`src/rtl/pipe_ctrl_if.sv`:
```
// Hazard/stall control bundle between the 5-stage pipeline datapath and pipe_ctrl.
// slave: the sequencer side; master: the datapath (or bench) side.
interface pipe_ctrl_if;
    logic [4:0] id_rs, id_rt, ex_rd;
    logic       id_uses_rs, id_uses_rt;
    logic       ex_rf_we, ex_is_load, ex_md_op, ex_branch_taken;
    logic       mem_access, dram_ack;
    logic       dram_req, md_start, md_busy;
    logic       stall_if, stall_id, stall_ex, stall_mem;
    logic       flush_id, flush_ex, flush_mem, flush_wb;
    logic       mem_timeout;

    modport slave (
        input  id_rs, id_rt, ex_rd, id_uses_rs, id_uses_rt,
               ex_rf_we, ex_is_load, ex_md_op, ex_branch_taken,
               mem_access, dram_ack,
        output dram_req, md_start, md_busy,
               stall_if, stall_id, stall_ex, stall_mem,
               flush_id, flush_ex, flush_mem, flush_wb, mem_timeout
    );

    modport master (
        output id_rs, id_rt, ex_rd, id_uses_rs, id_uses_rt,
               ex_rf_we, ex_is_load, ex_md_op, ex_branch_taken,
               mem_access, dram_ack,
        input  dram_req, md_start, md_busy,
               stall_if, stall_id, stall_ex, stall_mem,
               flush_id, flush_ex, flush_mem, flush_wb, mem_timeout
    );
endinterface

```
`src/rtl/pipe_ctrl.sv`:
```
// Hazard and stall sequencer for the 5-stage pipeline: data-RAM waits, mul/div
// residency, load-use interlock and taken-branch flushes, in that priority.
module pipe_ctrl #(
    parameter int MD_LAT      = 4,
    parameter int MEM_TIMEOUT = 15
) (
    input  logic        clk,
    input  logic        resetn,
    pipe_ctrl_if.slave  bus
);
    localparam int WW = $clog2(MEM_TIMEOUT + 1);
    localparam int CW = $clog2(MD_LAT);
    localparam logic [WW-1:0] MT     = WW'(MEM_TIMEOUT);
    localparam logic [CW-1:0] MD_CNT = CW'(MD_LAT - 2);

    typedef enum logic {M_IDLE, M_WAIT} mstate_t;
    typedef enum logic {D_IDLE, D_BUSY} dstate_t;

    mstate_t       mstate_q, mstate_d;
    dstate_t       dstate_q, dstate_d;
    logic [WW-1:0] wcnt_q, wcnt_d, wcnt_eff;
    logic [CW-1:0] cnt_q, cnt_d;
    logic          timeout_q, timeout_d;
    logic          mem_stall, md_stall, md_go, lu;

    always_ff @(posedge clk) begin
        if (!resetn) begin
            mstate_q  <= M_IDLE;
            dstate_q  <= D_IDLE;
            wcnt_q    <= '0;
            cnt_q     <= '0;
            timeout_q <= 1'b0;
        end else begin
            mstate_q  <= mstate_d;
            dstate_q  <= dstate_d;
            wcnt_q    <= wcnt_d;
            cnt_q     <= cnt_d;
            timeout_q <= timeout_d;
        end
    end

    // Wait count only means something while a wait is in progress.
    always_comb begin
        wcnt_eff  = (mstate_q == M_WAIT) ? wcnt_q : '0;
        mstate_d  = M_IDLE;
        wcnt_d    = '0;
        timeout_d = timeout_q;
        mem_stall = 1'b0;
        if (bus.mem_access && !bus.dram_ack) begin
            if (wcnt_eff < MT) begin
                mem_stall = 1'b1;
                mstate_d  = M_WAIT;
                wcnt_d    = wcnt_eff + WW'(1);
            end else begin
                timeout_d = 1'b1;
            end
        end
    end

    // The counter keeps running under a memory stall but the exit waits for it.
    always_comb begin
        dstate_d = dstate_q;
        cnt_d    = cnt_q;
        md_go    = 1'b0;
        case (dstate_q)
            D_IDLE: if (bus.ex_md_op && !mem_stall) begin
                md_go    = 1'b1;
                cnt_d    = MD_CNT;
                dstate_d = D_BUSY;
            end
            D_BUSY: begin
                if (cnt_q != '0)     cnt_d    = cnt_q - CW'(1);
                else if (!mem_stall) dstate_d = D_IDLE;
            end
            default: dstate_d = D_IDLE;
        endcase
        md_stall = bus.ex_md_op && !(dstate_q == D_BUSY && cnt_q == '0);
    end

    always_comb begin
        lu = bus.ex_is_load && bus.ex_rf_we && (bus.ex_rd != 5'd0) &&
             ((bus.id_uses_rs && bus.id_rs == bus.ex_rd) ||
              (bus.id_uses_rt && bus.id_rt == bus.ex_rd));
    end

    always_comb begin
        bus.dram_req    = 1'b0;
        bus.md_start    = 1'b0;
        bus.md_busy     = 1'b0;
        bus.mem_timeout = 1'b0;
        bus.stall_if    = 1'b0;
        bus.stall_id    = 1'b0;
        bus.stall_ex    = 1'b0;
        bus.stall_mem   = 1'b0;
        bus.flush_id    = 1'b0;
        bus.flush_ex    = 1'b0;
        bus.flush_mem   = 1'b0;
        bus.flush_wb    = 1'b0;
        if (resetn) begin
            bus.dram_req    = bus.mem_access;
            bus.md_start    = md_go;
            bus.md_busy     = (dstate_q == D_BUSY);
            bus.mem_timeout = timeout_q;
            // The bubble goes into the first register downstream of the held ones.
            if (mem_stall) begin
                {bus.stall_if, bus.stall_id, bus.stall_ex, bus.stall_mem} = 4'b1111;
                bus.flush_wb = 1'b1;
            end else if (md_stall) begin
                {bus.stall_if, bus.stall_id, bus.stall_ex} = 3'b111;
                bus.flush_mem = 1'b1;
            end else if (lu) begin
                {bus.stall_if, bus.stall_id} = 2'b11;
                bus.flush_ex = 1'b1;
            end else if (bus.ex_branch_taken) begin
                bus.flush_id = 1'b1;
                bus.flush_ex = 1'b1;
            end
        end
    end
endmodule

```
`src/flat_wrapper.sv`:
```
// flat-port wrapper written by rule: the top's interface ports become plain ports
module pipe_ctrl_flat 
#(
    parameter int MD_LAT      = 4,
    parameter int MEM_TIMEOUT = 15
)
  (clk, resetn, bus_id_rs, bus_id_rt, bus_ex_rd, bus_id_uses_rs, bus_id_uses_rt, bus_ex_rf_we, bus_ex_is_load, bus_ex_md_op, bus_ex_branch_taken, bus_mem_access, bus_dram_ack, bus_dram_req, bus_md_start, bus_md_busy, bus_stall_if, bus_stall_id, bus_stall_ex, bus_stall_mem, bus_flush_id, bus_flush_ex, bus_flush_mem, bus_flush_wb, bus_mem_timeout);
  pipe_ctrl_if bus_i ();
  input  logic clk;
  input  logic resetn;
  input wire logic [$bits(bus_i.id_rs)-1:0] bus_id_rs;
  input wire logic [$bits(bus_i.id_rt)-1:0] bus_id_rt;
  input wire logic [$bits(bus_i.ex_rd)-1:0] bus_ex_rd;
  input wire logic [$bits(bus_i.id_uses_rs)-1:0] bus_id_uses_rs;
  input wire logic [$bits(bus_i.id_uses_rt)-1:0] bus_id_uses_rt;
  input wire logic [$bits(bus_i.ex_rf_we)-1:0] bus_ex_rf_we;
  input wire logic [$bits(bus_i.ex_is_load)-1:0] bus_ex_is_load;
  input wire logic [$bits(bus_i.ex_md_op)-1:0] bus_ex_md_op;
  input wire logic [$bits(bus_i.ex_branch_taken)-1:0] bus_ex_branch_taken;
  input wire logic [$bits(bus_i.mem_access)-1:0] bus_mem_access;
  input wire logic [$bits(bus_i.dram_ack)-1:0] bus_dram_ack;
  output wire logic [$bits(bus_i.dram_req)-1:0] bus_dram_req;
  output wire logic [$bits(bus_i.md_start)-1:0] bus_md_start;
  output wire logic [$bits(bus_i.md_busy)-1:0] bus_md_busy;
  output wire logic [$bits(bus_i.stall_if)-1:0] bus_stall_if;
  output wire logic [$bits(bus_i.stall_id)-1:0] bus_stall_id;
  output wire logic [$bits(bus_i.stall_ex)-1:0] bus_stall_ex;
  output wire logic [$bits(bus_i.stall_mem)-1:0] bus_stall_mem;
  output wire logic [$bits(bus_i.flush_id)-1:0] bus_flush_id;
  output wire logic [$bits(bus_i.flush_ex)-1:0] bus_flush_ex;
  output wire logic [$bits(bus_i.flush_mem)-1:0] bus_flush_mem;
  output wire logic [$bits(bus_i.flush_wb)-1:0] bus_flush_wb;
  output wire logic [$bits(bus_i.mem_timeout)-1:0] bus_mem_timeout;
  assign bus_i.id_rs = bus_id_rs;
  assign bus_i.id_rt = bus_id_rt;
  assign bus_i.ex_rd = bus_ex_rd;
  assign bus_i.id_uses_rs = bus_id_uses_rs;
  assign bus_i.id_uses_rt = bus_id_uses_rt;
  assign bus_i.ex_rf_we = bus_ex_rf_we;
  assign bus_i.ex_is_load = bus_ex_is_load;
  assign bus_i.ex_md_op = bus_ex_md_op;
  assign bus_i.ex_branch_taken = bus_ex_branch_taken;
  assign bus_i.mem_access = bus_mem_access;
  assign bus_i.dram_ack = bus_dram_ack;
  assign bus_dram_req = bus_i.dram_req;
  assign bus_md_start = bus_i.md_start;
  assign bus_md_busy = bus_i.md_busy;
  assign bus_stall_if = bus_i.stall_if;
  assign bus_stall_id = bus_i.stall_id;
  assign bus_stall_ex = bus_i.stall_ex;
  assign bus_stall_mem = bus_i.stall_mem;
  assign bus_flush_id = bus_i.flush_id;
  assign bus_flush_ex = bus_i.flush_ex;
  assign bus_flush_mem = bus_i.flush_mem;
  assign bus_flush_wb = bus_i.flush_wb;
  assign bus_mem_timeout = bus_i.mem_timeout;
  pipe_ctrl #(.MD_LAT(MD_LAT), .MEM_TIMEOUT(MEM_TIMEOUT)) u_core (.clk(clk), .resetn(resetn), .bus(bus_i));
endmodule
```
`config.mk`:
```
export PLATFORM = sky130hd
export DESIGN_NAME = pipe_ctrl_flat
export DESIGN_NICKNAME = d
export VERILOG_FILES = /design/src/rtl/pipe_ctrl_if.sv /design/src/rtl/pipe_ctrl.sv /design/src/flat_wrapper.sv
export SDC_FILE = /design/constraint.sdc
export NUM_CORES = 1
export LEC_CHECK = 0
export BUFFER_PORTS_ARGS = -buffer_cell sky130_fd_sc_hd__buf_4
export CAP_MARGIN = 0
export CORE_UTILIZATION = 38
export CTS_CLUSTER_DIAMETER = 50
export DETAILED_ROUTE_END_ITERATION = 6
export GPL_ROUTABILITY_DRIVEN = 0
export PLACE_DENSITY = 0.75
export SYNTH_ARGS = -nofsm -noshare
export SYNTH_HDL_FRONTEND = slang
export SYNTH_SLANG_ARGS = --single-unit
```
`constraint.sdc`:
```
create_clock -name clk -period 1.6 [get_ports clk]
set_clock_uncertainty 0.05 [all_clocks]
set_input_delay 0.16 -clock clk [delete_from_list [all_inputs] [get_ports clk]]
set_output_delay 0.16 -clock clk [all_outputs]
set_load 0.005 [all_outputs]
```
==> results.yml <==
logic_synthesis:
  synth_cells: 79
  synth_top_area_share_pct: 28.51
  yosysSeqAreaShare_pct: 28.51
  ys_types: 31
  yosys.area.top_type: "dfxtp_1"
  ys_seq_elements: 9
  synth.area.top_cells: "dfxtp_1, xnor2_1, and2_1"
  synth.cell_area_sq_um: 631.9
  ys.warnings.count: 0
  syn-num-nets: 106
  synth_area_per_cell_sq_um: 7.998
clock_network:
  cts-root-buf: "clkbuf_4"
  clkTransAtPathRegs_ps: 70
  cts_tree: "done"
  cts_made_buffers: 3
  clock_latency_ps: 270
  htreeDepth: 1
  cts_max_path_buffers: 2
  cts_hold_buf: 0
  cts_sinks: 9
floorplan:
  dieArea_sq_um: 1830
  start_util_pct: 41.46
  core_sq_um: 1524
  rows: 14
  pin_count: 37
  die_y_um: 42.78
  die_w_um: 42.78
sta:
  holdWs_ps: 110.4
  final-setup-viol-count: 10
  slew_headroom_pct: 71.31
  finalMaxSlewViolations: 0
  worst_pin_slew_ps: 429.5
  worst_slack_ps: -360.5
  hold_violations: 0
  timing.final.crit_share_pct: 122.5
  rsz0062_at_grt: "true"
  min_period_ps: 1960
  fmax_mhz: 510.1
global_routing:
  grt_pass1_wl_um: 2911
  track_usage_pct: 21.10
  grt-ovfl-total: 0
  grt_pass1_vias: 730
  antenna_found_initial: 0
  grt_max_degree: 12
placed_design:
  hpwl_um: 1399
  portBuffers: 36
  dp_worst_setup_slack_ps: -100.9
route:
  drt_first_pass_iters: 4
  drt_first_iter_violations: 9
  wl_per_cell_um: 12.75
  ant_nets: 0
  wirelength_um: 1861
  drc: 0
  viasPerCell: 5.329
  num_vias: 778
final_layout:
  layout.nets: 158
  layout-drive-gt1-share_pct: 53.08
  areaGrowthSynthToFinish_pct: 78.81
  n_antenna_cell: 0
setup_path:
  worstPathMaxFanout: 3
  start_kind: "flop"
  worst_ep_arrival_time_ps: 1750
  cp_data_required_time_ps: 1390
  crit_type: "reg2out"
  endpoint_kind: "primary output"
outcome:
  violations: "negative setup slack"
  status: "complete, but fails checks"
job:
  drv_cap: 0
min_path:
  min_path_type: "in2reg"
pwr:
  max-vdd-ir-drop_mv: 0.2558
  powerDensity_nw_per_um2: 573.5
  p_total_w: 0.0006480
  power.leakage_nw: 0.5182
-- sequential cells by signal, summed over array words and instances, names as in the netlist --
name,flops
u_core.wcnt_q,4
u_core.cnt_q,2
u_core.dstate_q,1
u_core.mstate_q,1
u_core.timeout_q,1
-- repair_timing --
action | in CTS | in global routing
buffers inserted | 5 | 3
setup endpoints to repair | 10 | 11
gates resized for setup | 12 | 7
pin swaps | 9 | 3
-- kinds of logic after synthesis --
kind of cell    synth area share, %
simple gates                  27.92
compound gates                15.25
xor+xnor                      16.63
flops                         28.51
buf+inv                       6.136
fa+ha+maj                     3.960
mux                           1.584
-- worst paths after layout --
check                                     start          endpoint  slack [ps]  cells after the start
worst max-delay path            u_core.mstate_q      bus_flush_id        -360                      7
worst min-delay path               bus_ex_md_op   u_core.dstate_q         110                      3
worst max register to register  u_core.mstate_q  u_core.wcnt_q[3]         -10                      9
worst min register to register  u_core.cnt_q[0]   u_core.cnt_q[0]         460                      2
-- where the power goes --
part | switching, W | internal [W] | total (W)
clock network | 0.0000920 | 0.0000967 | 0.000189
logic | 0.0000926 | 0.000129 | 0.000222
registers | 0.00000447 | 0.000233 | 0.000237
total | 0.000189 | 0.000459 | 0.000648
-- cells in the mapped netlist, drive strengths merged --
master	number
xnor2	11
dfxtp	9
nand2	9
and2	6
nor2	6
inv	4
nand4	4
a21oi	2
a31o	2
and3	2
buf	2
clkbuf	2
ha	2
o21ai	2
a21boi	1
a221oi	1
and4	1
mux2i	1
nand2b	1
nand3	1
nor2b	1
nor3	1
nor3b	1
o21bai	1
o221a	1
o22ai	1
o311a	1
o31ai	1
or3	1
xor2	1
-- per-stage QoR --
step	util, %	instances	setup TNS [ps]	cell area (sq um)
floorplan	-	79	0	660.6
global placement	64.78	135	-117.8	987.2
detailed placement	64.78	135	-371.4	987.2
CTS	71.51	144	-1861	1090
global route	74.14	146	-3116	1130
finish	74.14	146	-2254	1130
-- worst max-delay path, cell delays in order, from the launching register on --
cell and delay, ps:
dfxtp_2 340, and2_4 150, ha_4 120, nand4_1 120, a221oi_2 300, and2_1 180, a21boi_2 150, buf_4 110
-- cell usage in the layout (no fill, tap or decap), types with 2 or more instances in the layout --
cell / n
and2_4: 2
nand2_1: 7
dfxtp_1: 7
buf_4: 45
and2_1: 4
nor2_1: 4
nand4_1: 4
clkbuf_4: 3
xnor2_1: 11
dfxtp_2: 2
a31o_1: 2
and3_1: 2
inv_1: 4
buf_6: 6
-- layer usage --
layer	GRT usage (%)	vias to the layer above	wire length (um)
met2	39.39	36	988
met4	10.63	0	26
met5	0	-	0
met1	21.96	360	726
li1	-	379	-
met3	3.830	3	120
-- cell type report --
class	instances	area, sq um
Fill cell	107	394.1
Inverter	4	15.01
Sequential cell	9	182.7
Clock buffer	4	26.28
Multi-Input combinational cell	62	480.5
Tap cell	16	20.02
Timing Repair Buffer	51	405.4
No activity file was read; power rests on OpenSTA's default activity.
